File: src/rtl/regfile_pkg.sv
// Shared definitions for the multi-port scoreboarded register file.
// Holds the default geometry, the address-width helper and the clear/ready state type.
package regfile_pkg;

    localparam int XLEN_DEF  = 32;
    localparam int NREGS_DEF = 32;

    typedef enum logic {
        RF_CLEAR = 1'b0,
        RF_READY = 1'b1
    } rf_state_e;

    function automatic int rf_aw(input int n);
        return $clog2(n);
    endfunction

endpackage

File: src/rtl/regfile_clear_fsm.sv
// Clear sequencer: walks every register index once after reset, then holds READY.
// Supplies the clear index, the clear-write strobe and the ready flag to the file.
module regfile_clear_fsm
    import regfile_pkg::*;
#(
    parameter  int NREGS = NREGS_DEF,
    localparam int AW    = rf_aw(NREGS)
) (
    input  logic          clk,
    input  logic          reset,
    output logic          ready_o,
    output logic          clr_we_o,
    output logic [AW-1:0] clr_idx_o
);

    localparam logic [AW-1:0] LAST_IDX = AW'(NREGS - 1);

    rf_state_e     state_q, state_d;
    logic [AW-1:0] clr_idx_q, clr_idx_d;

    // State and clear-index registers; reset restarts the sweep from index 0
    always_ff @(posedge clk) begin
        if (reset) begin
            state_q   <= RF_CLEAR;
            clr_idx_q <= '0;
        end else begin
            state_q   <= state_d;
            clr_idx_q <= clr_idx_d;
        end
    end

    // Next-state logic: advance the sweep and leave CLEAR after the last index
    always_comb begin
        state_d   = state_q;
        clr_idx_d = clr_idx_q;
        case (state_q)
            RF_CLEAR: begin
                clr_idx_d = clr_idx_q + AW'(1);
                if (clr_idx_q == LAST_IDX) begin
                    state_d = RF_READY;
                end else begin
                    state_d = RF_CLEAR;
                end
            end
            RF_READY: begin
                state_d = RF_READY;
            end
            default: begin
                state_d   = RF_CLEAR;
                clr_idx_d = '0;
            end
        endcase
    end

    // The array must stay untouched while reset is held, even in CLEAR
    assign ready_o   = (state_q == RF_READY);
    assign clr_we_o  = (state_q == RF_CLEAR) && !reset;
    assign clr_idx_o = clr_idx_q;

endmodule

File: src/rtl/regfile_mp_sb.sv
// Multi-port register file with a per-register busy scoreboard and hardware clear.
// Asynchronous operand reads with optional same-cycle write forwarding.
module regfile_mp_sb
    import regfile_pkg::*;
#(
    parameter  int XLEN     = XLEN_DEF,
    parameter  int NREGS    = NREGS_DEF,
    parameter  int NRD      = 2,
    parameter  int NWR      = 2,
    parameter  int BYPASS   = 1,
    parameter  int ZERO_REG = 1,
    localparam int AW       = rf_aw(NREGS)
) (
    input  logic                clk,
    input  logic                reset,
    output logic                ready,
    input  logic [NWR-1:0]      we,
    input  logic [NWR*AW-1:0]   wb_addr,
    input  logic [NWR*XLEN-1:0] wb_data,
    input  logic [NRD*AW-1:0]   rs_addr,
    output logic [NRD*XLEN-1:0] rs_data,
    output logic [NRD-1:0]      rs_busy,
    input  logic                set_busy,
    input  logic [AW-1:0]       set_addr
);

    logic [XLEN-1:0]  regs_q [NREGS];
    logic [XLEN-1:0]  regs_d [NREGS];
    logic [NREGS-1:0] busy_q, busy_d;

    logic          ready_s;
    logic          clr_we_s;
    logic [AW-1:0] clr_idx_s;
    logic          wr_en_s;
    logic          set_ok_s;

    function automatic logic addr_ok(input logic [AW-1:0] a);
        return (ZERO_REG == 0) || (a != '0);
    endfunction

    regfile_clear_fsm #(
        .NREGS (NREGS)
    ) u_clear_fsm (
        .clk       (clk),
        .reset     (reset),
        .ready_o   (ready_s),
        .clr_we_o  (clr_we_s),
        .clr_idx_o (clr_idx_s)
    );

    assign ready    = ready_s;
    assign wr_en_s  = ready_s && !reset;
    assign set_ok_s = wr_en_s && set_busy && addr_ok(set_addr);

    // Array/scoreboard next state: clear sweep, then writes in port order, then issue marking
    always_comb begin
        regs_d = regs_q;
        busy_d = busy_q;
        if (clr_we_s) begin
            regs_d[clr_idx_s] = '0;
            busy_d[clr_idx_s] = 1'b0;
        end else if (wr_en_s) begin
            for (int i = 0; i < NWR; i++) begin
                if (we[i] && addr_ok(wb_addr[i*AW +: AW])) begin
                    regs_d[wb_addr[i*AW +: AW]] = wb_data[i*XLEN +: XLEN];
                    busy_d[wb_addr[i*AW +: AW]] = 1'b0;
                end else begin
                    busy_d = busy_d;
                end
            end
            // A newly issued producer outranks a retiring one on the same register
            if (set_ok_s) begin
                busy_d[set_addr] = 1'b1;
            end else begin
                busy_d = busy_d;
            end
        end else begin
            busy_d = busy_q;
        end
    end

    // Storage registers; reset gating is handled through the clear/write strobes
    always_ff @(posedge clk) begin
        regs_q <= regs_d;
        busy_q <= busy_d;
    end

    for (genvar j = 0; j < NRD; j++) begin : g_rd
        logic [AW-1:0]   ra_s;
        logic            hit_s;
        logic [XLEN-1:0] byp_s;
        logic [XLEN-1:0] data_s;
        logic            busy_s;

        assign ra_s = rs_addr[j*AW +: AW];

        // Find the winning same-cycle write to this read address (highest port last)
        always_comb begin
            hit_s = 1'b0;
            byp_s = '0;
            for (int i = 0; i < NWR; i++) begin
                if (wr_en_s && we[i] && addr_ok(wb_addr[i*AW +: AW]) &&
                    (wb_addr[i*AW +: AW] == ra_s)) begin
                    hit_s = 1'b1;
                    byp_s = wb_data[i*XLEN +: XLEN];
                end else begin
                    hit_s = hit_s;
                end
            end
        end

        // Read mux: zero while clearing or for the hardwired zero register
        always_comb begin
            data_s = '0;
            busy_s = 1'b0;
            if (!ready_s || !addr_ok(ra_s)) begin
                data_s = '0;
                busy_s = 1'b0;
            end else if ((BYPASS != 0) && hit_s) begin
                data_s = byp_s;
                busy_s = set_ok_s && (set_addr == ra_s);
            end else begin
                data_s = regs_q[ra_s];
                busy_s = busy_q[ra_s];
            end
        end

        assign rs_data[j*XLEN +: XLEN] = data_s;
        assign rs_busy[j]              = busy_s;
    end

endmodule
File: config.mk
export PLATFORM = sky130hd
export DESIGN_NAME = regfile_mp_sb
export DESIGN_NICKNAME = d
export VERILOG_FILES = /design/src/rtl/regfile_pkg.sv /design/src/rtl/regfile_clear_fsm.sv /design/src/rtl/regfile_mp_sb.sv
export SDC_FILE = /design/constraint.sdc
export NUM_CORES = 2
export LEC_CHECK = 0
export CAP_MARGIN = 20
export CELL_PAD_IN_SITES_DETAIL_PLACEMENT = 1
export CELL_PAD_IN_SITES_GLOBAL_PLACEMENT = 1
export CORE_MARGIN = 1
export CORE_UTILIZATION = 40
export DETAILED_ROUTE_END_ITERATION = 10
export PLACE_DENSITY = 0.68
export SYNTH_ARGS = -nofsm -noshare
export SYNTH_HDL_FRONTEND = slang
export SYNTH_HIERARCHICAL = 1
export SYNTH_SLANG_ARGS = --single-unit
File: constraint.sdc
create_clock -name clk -period 21.1 [get_ports clk]
set_input_delay 5.275 -clock clk [delete_from_list [all_inputs] [get_ports clk]]
set_output_delay 5.275 -clock clk [all_outputs]
set_load 0.005 [all_outputs]
==> results.toml <==
[timing]
fin_crit_sh = 0.763
finalSetupTns_ps = 0
fin_worst_skew_ps = 22.1
setup_viol = 0
drv_slew = 0
min_period_ps = 16090
finalWorstSetupSlack_ps = 5010
worst_pin_slew_ps = 1300
rsz0062_at_grt = "no"
fin_hold_ws_ps = 591
fmax_ghz = 0.0621
maxSlewHeadroom = 0.132
hold_viol_final = 0

[die]
die-area_um2 = 208000
core_um2 = 205000
num_rows = 166
die_h_um = 456
initial_core_util = 0.403
fp.dieW_um = 456
io_pins = 161

[place]
place_ws_ps = 5300
dp_cells = 10100
hpwlAfterDp_mm = 214
portBuffers = 160
gp_congestion = 0.923

[worst_setup_path]
path_class = "in -> out"
worstPathMaxFanout = 61
r2r_start = "u_clear_fsm/ready_o$_SDFF_PP0_"
critPathRequiredTime_ps = 15830
startpoint = "wb_addr[0]"
crit_path_start_kind = "input port"
crit_arrival_ps = 10820
critPathCaptureType = "output port"

[drt]
postRouteWirelength_mm = 392
drt_iter0_drc = 11200
drcViolationCount = 0
wire_per_inst_um = 37.8
ant_nets = 0
routed_via_density = 7.36
dr_total_vias = 76400
first_pass_iters = 8

[power]
switching_share = 0.314
p_sw_mw = 2.01
sequentialPowerShare = 0.433
clkPwrFrac = 0.353
p_int_mw = 4.38
p_comb_frac = 0.215
powerDensity_nw_per_um2 = 71.4
peakVddDrop_v = 0.0000726
p_leak_nw = 34.0

[run_status]
status = "complete, no violations"

[clock_network]
cts_tree = "yes"
path_clk_slew_ps = 50
ctsHoldBuffers = 0
insertion_delay_ps = 810
cts_buffers = 131
cts_root_buffer = "clkbuf_16"
clock_sinks = 1062
htree_num_levels = 4
post_cts_buffers = 0
cts.path.max_buffers = 3
cts_resized = 0

[layout]
multi_input_area_um2 = 46800
fillCellCount = 22100
layout.nets = 7681
final_cells = 10400
drive_gt1_frac = 0.140
regArea_um2 = 31800
fin_util = 0.437
syn_to_final_growth_pct = 8.57

[global_routing]
grt-ovfl-total = 0
antenna_found_initial = 22
track_usage = 0.364
grt_pass1_wl_mm = 554
first_global_vias = 75600
grt_max_degree = 217

[yosys]
ys_seq_area_frac = 0.386
synthCells = 8094
synth_cell_types = 79
avgSynthCellArea_um2 = 10.2
synth_seq_cells = 1062
synthArstFlopShare = 0
yosys.area.top_type_share = 0.385
yosysMostFrequentCell = "edfxtp_1"
synth_common_cells = "1056 x edfxtp_1, 915 x a21oi_1, 910 x mux2i_1"
ys.flop_type = "edfxtp_1"
synth_area_leaders = "edfxtp_1 38%, mux4_2 15%, mux2i_1 11%, a22o_1 6.7%, a21oi_1 5.6%"
ys_warn_count = 6
synth_fp_nets = 8190
synth-edff-count = 1056
syn_area_um2 = 82400
yosysTopAreaCell = "edfxtp_1"

[worst_hold_path]
worstHoldStart = "regs_q[963]$_DFFE_PP_"
hold_class = "reg -> reg"

[run]
cap_violations = 0
## worst max-delay path, cell delays in order
cell and delay [ps]:
clkdlybuf4s50_1 960, nor2_2 80, buf_4 280, a21boi_4 470, and4_4 1080, nor2_4 340
buf_12 300, o21a_1 240, o31ai_1 1040, clkdlybuf4s50_1 690
## registers in the layout, indices dropped and copies added (netlist names)
| signal | flops |
|---|---|
| regs_q | 1024 |
| busy_q | 32 |
| u_clear_fsm/clr_idx_o | 5 |
| u_clear_fsm/ready_o | 1 |
## power by group through the flow
| stage | Clock [mW] | Combinational, mW | Sequential [mW] |
|---|---|---|---|
| after global routing | 2.32 | 1.42 | 2.78 |
| after detailed placement | 0 | 1.31 | 2.79 |
| after global placement | 0 | 1.27 | 2.77 |
| after floorplan | 0 | 0.902 | 2.77 |
| after CTS | 2.26 | 1.32 | 2.75 |
| final | 2.25 | 1.37 | 2.76 |
## kinds of logic after synthesis
logic type	Yosys count	share of synthesized area
multiplexers	1449	0.258
XOR/XNOR	31	0.00330
flip-flops	1062	0.386
adder cells (fa/ha/maj)	2	0.000304
AO/OA/AOI/OAI	2614	0.203
AND/OR/NAND/NOR	1890	0.0946
buffers and inverters	1046	0.0548
## final cells by class
class                   count  area share
diodes                     11    0.000308
flip-flops and latches   1062       0.356
multi-input cells        5986       0.523
repair buffers            387      0.0377
inverters                  17    0.000811
clock buffers             178      0.0404
clock inverters            51     0.00407
well taps                2688      0.0376
## per-stage QoR
| stage | power (mW) | cell area [µm²] |
|---|---|---|
| 3_5_place_dp | 4.11 | 85400 |
| 5_1_grt | 6.52 | 89400 |
| 6_report | 6.39 | 89500 |
| 3_3_place_gp | 4.04 | 85300 |
| 2_1_floorplan | 3.67 | 82400 |
| 4_1_cts | 6.33 | 89400 |
## per-layer routing
layer	global-route usage	part of all wire	vias to the layer above
li1	-	-	30200
met1	0.457	0.37	39300
met2	0.556	0.45	5636
met3	0.0940	0.12	1356
met4	0.237	0.070	8
met5	0.00413	0.00041	-
## worst paths after layout
| kind | end | slack (ps) | cells past startpoint |
|---|---|---|---|
| max | rs_data[18] | 5010 | 10 |
| min | regs_q[963]$_DFFE_PP_ | 590 | 2 |
| max reg2reg | regs_q[460]$_DFFE_PP_ | 15750 | 5 |
| min reg2reg | regs_q[963]$_DFFE_PP_ | 590 | 2 |
## cell usage in the layout (no fill, tap or decap), types with 30 or more instances in the layout
master,Yosys,final
edfxtp_1,1056,1056
mux2i_1,910,910
a21oi_1,915,907
nor2_1,823,796
nand2_1,799,761
a22o_1,633,633
mux4_2,538,538
o21ai_0,515,515
buf_4,50,207
clkbuf_16,0,138
clkdlybuf4s50_1,0,138
a32oi_1,98,98
o21ai_1,86,86
nand3_1,86,78
o22ai_1,62,62
a22oi_1,59,59
o221ai_1,58,58
and2_1,45,42
clkbuf_1,704,39
clkinv_1,1,31
nor4_1,33,30
a31oi_1,36,30
Note: power is estimated with default switching activity, not from simulation.
